--- config.mk ---
export PLATFORM = sky130hd
export DESIGN_NAME = request_distributor
export DESIGN_NICKNAME = d
export VERILOG_FILES = /design/src/rtl/request_distributor_pkg.sv /design/src/rtl/distributor_output_queue.sv /design/src/rtl/request_distributor.sv
export SDC_FILE = /design/constraint.sdc
export NUM_CORES = 1
export LEC_CHECK = 0
export ABC_CLOCK_PERIOD_IN_PS = 10000
export BUFFER_PORTS_ARGS = -buffer_cell sky130_fd_sc_hd__buf_2
export CORE_MARGIN = 2
export CORE_UTILIZATION = 60
export DETAILED_ROUTE_END_ITERATION = 8
export PLACE_DENSITY = 0.81
export RECOVER_POWER = 100
export SYNTH_ARGS = -nofsm -noshare
export SYNTH_HDL_FRONTEND = slang
export SYNTH_SLANG_ARGS = --single-unit
--- constraint.sdc ---
create_clock -name clk_in -period 10 [get_ports clk_in]
set_clock_uncertainty 0.2 [all_clocks]
set_input_delay 1 -clock clk_in [delete_from_list [all_inputs] [get_ports clk_in]]
set_output_delay 1 -clock clk_in [all_outputs]
set_load 0.005 [all_outputs]
--- src/rtl/request_distributor_pkg.sv ---
// rtl/request_distributor_pkg.sv - shared sizing helpers and queue operation encoding
package request_distributor_pkg;

    // Per-cycle queue operation, encoded as {push, pop}
    typedef enum logic [1:0] {
        QOP_IDLE = 2'b00,
        QOP_POP  = 2'b01,
        QOP_PUSH = 2'b10,
        QOP_BOTH = 2'b11
    } queue_op_e;

    // Pointer width for a queue of the given depth; never narrower than one bit
    function automatic int queue_ptr_width(input int queue_size);
        return (queue_size > 1) ? $clog2(queue_size) : 1;
    endfunction

    // Low bit index of port slice port_idx in a flattened bus of slice_width-wide slices
    function automatic int slice_lo(input int port_idx, input int slice_width);
        return port_idx * slice_width;
    endfunction

endpackage

--- src/rtl/distributor_output_queue.sv ---
// rtl/distributor_output_queue.sv - single-port FIFO feeding one consumer, zero head when empty
module distributor_output_queue
    import request_distributor_pkg::*;
#(
    parameter int DATA_WIDTH = 64,
    parameter int QUEUE_SIZE = 2
) (
    input  logic                  clk_in,
    input  logic                  reset_in,
    input  logic                  push_in,
    input  logic                  pop_in,
    input  logic [DATA_WIDTH-1:0] data_in,
    output logic [DATA_WIDTH-1:0] head_out,
    output logic                  valid_out,
    output logic                  full_out
);

    localparam int PTR_W = queue_ptr_width(QUEUE_SIZE);
    localparam logic [PTR_W-1:0] PTR_ONE  = PTR_W'(1);
    localparam logic [PTR_W:0]   OCC_ONE  = (PTR_W + 1)'(1);
    localparam logic [PTR_W:0]   OCC_FULL = (PTR_W + 1)'(QUEUE_SIZE);

    logic [DATA_WIDTH-1:0] mem [QUEUE_SIZE];
    logic [PTR_W-1:0]      rd_ptr;
    logic [PTR_W-1:0]      wr_ptr;
    logic [PTR_W:0]        occupancy;
    logic                  do_push;
    logic                  do_pop;
    queue_op_e             op;

    assign valid_out = (occupancy != '0);
    assign full_out  = (occupancy == OCC_FULL);
    assign head_out  = valid_out ? mem[rd_ptr] : '0;

    // Guard against overflow and underflow; fullness comes from registered occupancy only
    always_comb begin
        do_push = push_in & ~full_out;
        do_pop  = pop_in & valid_out;
        op      = queue_op_e'({do_push, do_pop});
    end

    // Pointer and occupancy bookkeeping; push+pop keeps occupancy while both pointers advance
    always_ff @(posedge clk_in) begin
        if (reset_in) begin
            rd_ptr    <= '0;
            wr_ptr    <= '0;
            occupancy <= '0;
        end else begin
            case (op)
                QOP_PUSH: begin
                    wr_ptr    <= wr_ptr + PTR_ONE;
                    occupancy <= occupancy + OCC_ONE;
                end
                QOP_POP: begin
                    rd_ptr    <= rd_ptr + PTR_ONE;
                    occupancy <= occupancy - OCC_ONE;
                end
                QOP_BOTH: begin
                    wr_ptr <= wr_ptr + PTR_ONE;
                    rd_ptr <= rd_ptr + PTR_ONE;
                end
                default: ;
            endcase
        end
    end

    // Storage write; stale contents are harmless because the head reads zero when empty
    always_ff @(posedge clk_in) begin
        if (do_push) begin
            mem[wr_ptr] <= data_in;
        end
    end

endmodule

--- src/rtl/request_distributor.sv ---
// rtl/request_distributor.sv - routes one request stream to multicast-selected per-port queues
module request_distributor
    import request_distributor_pkg::*;
#(
    parameter int SINGLE_REQUEST_WIDTH_IN_BITS = 64,
    parameter int NUM_REQUEST                  = 3,
    parameter int OUTPUT_QUEUE_SIZE            = 2,
    parameter int DROP_COUNT_WIDTH             = 16
) (
    input  logic                                                clk_in,
    input  logic                                                reset_in,
    input  logic [SINGLE_REQUEST_WIDTH_IN_BITS-1:0]             request_in,
    input  logic [NUM_REQUEST-1:0]                              request_dest_flatted_in,
    input  logic                                                request_valid_in,
    output logic                                                issue_ack_out,
    output logic [SINGLE_REQUEST_WIDTH_IN_BITS*NUM_REQUEST-1:0] request_flatted_out,
    output logic [NUM_REQUEST-1:0]                              request_valid_flatted_out,
    input  logic [NUM_REQUEST-1:0]                              issue_ack_flatted_in,
    output logic [NUM_REQUEST-1:0]                              queue_full_flatted_out,
    output logic [DROP_COUNT_WIDTH-1:0]                         drop_count_out
);

    localparam int W = SINGLE_REQUEST_WIDTH_IN_BITS;
    localparam logic [DROP_COUNT_WIDTH-1:0] DROP_ONE = DROP_COUNT_WIDTH'(1);

    logic [NUM_REQUEST-1:0] full_vec;
    logic [NUM_REQUEST-1:0] push_vec;
    logic                   blocked;
    logic                   accept;
    logic                   drop_event;

    // All-or-nothing acceptance: any full targeted queue blocks the whole multicast
    always_comb begin
        blocked    = |(request_dest_flatted_in & full_vec);
        accept     = request_valid_in & ~reset_in & ~blocked;
        push_vec   = accept ? request_dest_flatted_in : '0;
        drop_event = accept & (request_dest_flatted_in == '0);
    end

    assign issue_ack_out          = accept;
    assign queue_full_flatted_out = full_vec;

    for (genvar i = 0; i < NUM_REQUEST; i++) begin : g_port
        distributor_output_queue #(
            .DATA_WIDTH (W),
            .QUEUE_SIZE (OUTPUT_QUEUE_SIZE)
        ) u_queue (
            .clk_in    (clk_in),
            .reset_in  (reset_in),
            .push_in   (push_vec[i]),
            .pop_in    (issue_ack_flatted_in[i]),
            .data_in   (request_in),
            .head_out  (request_flatted_out[slice_lo(i, W) +: W]),
            .valid_out (request_valid_flatted_out[i]),
            .full_out  (full_vec[i])
        );
    end

    // Saturating count of requests accepted with an empty destination mask
    always_ff @(posedge clk_in) begin
        if (reset_in) begin
            drop_count_out <= '0;
        end else if (drop_event && (drop_count_out != '1)) begin
            drop_count_out <= drop_count_out + DROP_ONE;
        end
    end

endmodule

==> impl_results.md <==
* Avg Synthesized Cell Area at about 16 um^2
* RePlAce Congestion at 0.7889
* Area of the core at 0.02621 mm^2
* Power Density at between 150 and 200 mW/mm^2
* Synthesized netlist net count at about 1,100
* Required @ worst endpoint at a little under 9 ns
* Final ANT Viol Nets at 0
* Endpoint class of the critical path: primary output
* CTS hold repair buffers at 0
* Reported leakage power at around 6 nW
* Count of final max-slew check failures at 645
* Number of antenna violations at the first check in global routing at 2
* Maximum level of the CTS H-tree at 2
* Kind of critical path: register to primary output
* Half-perimeter wire length of the detailed placement result at ~21 mm
* Global-route wire length before repair at roughly 52 mm
* Number of buffer cells added on primary ports at ~290
* EDFF count, synth at 384
* Via total after detailed routing at around 9,700
* Commonest non-fill, non-tap cells in the layout: edfxtp_1, clkbuf_1, nor2_1
* Area growth, synth to finish at 16.40%
* Share of synthesized area occupied by flip-flops and latches at 75.48%
* Skew-Pair Late Insertion Delay at 0.52 ns
* Max-capacitance violation count at 12
* Post-CTS Resized at 0
* Combined area of all synthesized cells at about 0.016 mm^2
* Buffer type at the clock tree root: clkbuf_16
* Largest net degree at the start of global routing at 66
* Detailed Route Iter0 Violations at about 900
* Number of global-route vias before repair at ~9,500
* HP Start: drop_count_out[5]
* Layout cell share with drive strength beyond 1 at a little under an eighth
* Total of endpoints with negative setup slack in the final report at 0
* Biggest fanout along the worst timing path at 64
* Part of the cycle the worst path needs at 64.12%
* Highest clock frequency the design can meet at around 160 MHz
* Total congestion overflow at 0
* Number of synthesized register bits at 415
* Fraction of post-synthesis cell area in the top cell type by area at approximately 72%
* Flip-flop cell with the highest count after synthesis: edfxtp_1
* Detail-routed net length per standard cell at 20.82 um
* Residual DRC at 0
* Non-Filler Cell Area, Final at about 0.019 mm^2
* Total global-route track usage at between 20% and 30%
* Vertical extent of the die at 167.8 um
* Maximum resistive drop on vdd at 0.1521 mV
* Number of distinct standard cells referenced by the synthesized netlist at 57
* Number of rows created at floorplan at 59
* Standard cell area after detailed placement at between 0.015 and 0.02 mm^2
* I/O pin count at 288
* Cell type with the highest aggregate area in the netlist: edfxtp_1
* Starting density of the core at 61.43%
* Final core utilization at about 70%
* Buffers inserted by post-CTS timing repair at 0
* Synth top area cells: edfxtp_1, mux2i_1, nor2_1
* Sink Count at 415
* Nets@finish at between 1,000 and 1,500
* Initial DRT Pass Iterations at 6
* Total clock buffers created by CTS at 41
* Transition time of the tightest slew-check pin at 4.822 ns
* Clk pin slew, worst setup/hold paths at 0.06 ns
* Endpoint arrival time on the critical path at around 5.2 ns
* Post-layout min period at approximately 6.4 ns
* Run status: finished with violations
* Drt via density at about 5.8
* Accumulated negative setup slack at 0 ns
* Clock tree buffer depth at 3
* Die footprint at ~0.028 mm^2
* Worst setup SP type: register
* Die Width at between 150 and 200 um
* RSZ-0062 raised after global routing: false
* R2R Path Start: g_port[2].u_queue.occupancy[0]
* Synth async-reset ratio at 0%
* Clock tree from TritonCTS: done
* Count of yosys warnings during synthesis at 0
* Cell count after synthesis at between 1,000 and 1,500
* Max_slew headroom at -221.6%
* Total routed wirelength at 34.73 mm
* Violations in the final reports: max-capacitance violations, max-slew violations
* Number of endpoints with negative hold slack in the final report at 0
* Most common cell after layout, fill and taps aside: edfxtp_1
* Class of the tightest hold or removal check: register to register
==> worst paths after layout <==
path,to,slack [ns],cells past startpoint
setup / recovery,request_flatted_out[13],3.59,4
hold / removal,drop_count_out[5],0.31,1
setup reg to reg,g_port[0].u_queue.mem[1][17],4.68,3
hold reg to reg,drop_count_out[5],0.31,1
==> metrics by stage <==
| stage | instances | hold slack, ns | power, W | worst slack, ns |
|---|---|---|---|---|
| CTS | 1666 | 0.3076 | 0.003597 | 6.263 |
| finish | 1668 | 0.3111 | 0.003570 | 3.588 |
| global placement | 1594 | 0.2813 | 0.002190 | 6.419 |
| floorplan | 1015 | 0.2459 | 0.002096 | 3.407 |
| detailed placement | 1594 | 0.2972 | 0.002198 | 6.289 |
| global route | 1667 | 0.3506 | 0.003688 | 3.197 |
==> power breakdown <==
part | switching (W) | total, W | leakage [nW] | internal (W)
registers | 0.0000175 | 0.00196 | 3.74 | 0.00194
logic | 0.000131 | 0.000205 | 1.76 | 0.0000738
clock network | 0.000600 | 0.00141 | 0.599 | 0.000808
total | 0.000749 | 0.00357 | 6.10 | 0.00282
==> registers in the layout, indices dropped and copies added, names as in the netlist, named ones only <==
name / count
g_port.u_queue.occupancy: 6
drop_count_out: 16
g_port.u_queue.wr_ptr: 3
g_port.u_queue.rd_ptr: 3
g_port.u_queue.mem: 384
==> cells in the mapped netlist (all sizes together), types with 11 or more instances <==
cell,n
mux2i,194
buf,45
nand2,15
inv,11
nand3,11
nor2,212
edfxtp,384
dfxtp,31
a21oi,11
==> worst max-delay path, stage by stage, from the launching register on <==
cell      delay [ns]
dfxtp_4         0.33
clkbuf_1        3.36
mux2i_1         0.42
nor2_1          0.39
clkbuf_1        0.15
==> kinds of logic after synthesis <==
logic type               synth area share [%]
buffers and inverters                   1.764
multiplexers                            12.20
AO/OA/AOI/OAI                           1.896
AND/OR/NAND/NOR                         8.362
adder cells (fa/ha/maj)               0.07771
flip-flops                              75.48
XOR/XNOR                               0.2177
==> area by class of cell <==
class	count	area, um^2
Timing Repair Buffer	296	1230
Clock buffer	51	1064
Fill cell	1784	7467
Antenna cell	2	5.005
Multi-Input combinational cell	537	3659
Inverter	11	41.29
Clock inverter	21	162.7
Sequential cell	415	12160
Tap cell	335	419.2
==> per-layer routing <==
| metal | part of all wire [%] | track usage (%) | up-vias | wire length, um |
|---|---|---|---|---|
| met5 | 0 | 0 | - | 0 |
| met1 | 40 | 32.75 | 4720 | 13820 |
| met4 | 3.6 | 9.943 | 0 | 1234 |
| li1 | - | - | 4376 | - |
| met3 | 7.9 | 4.631 | 83 | 2760 |
| met2 | 49 | 40.19 | 472 | 16920 |
(Power assumes the default switching activity.)
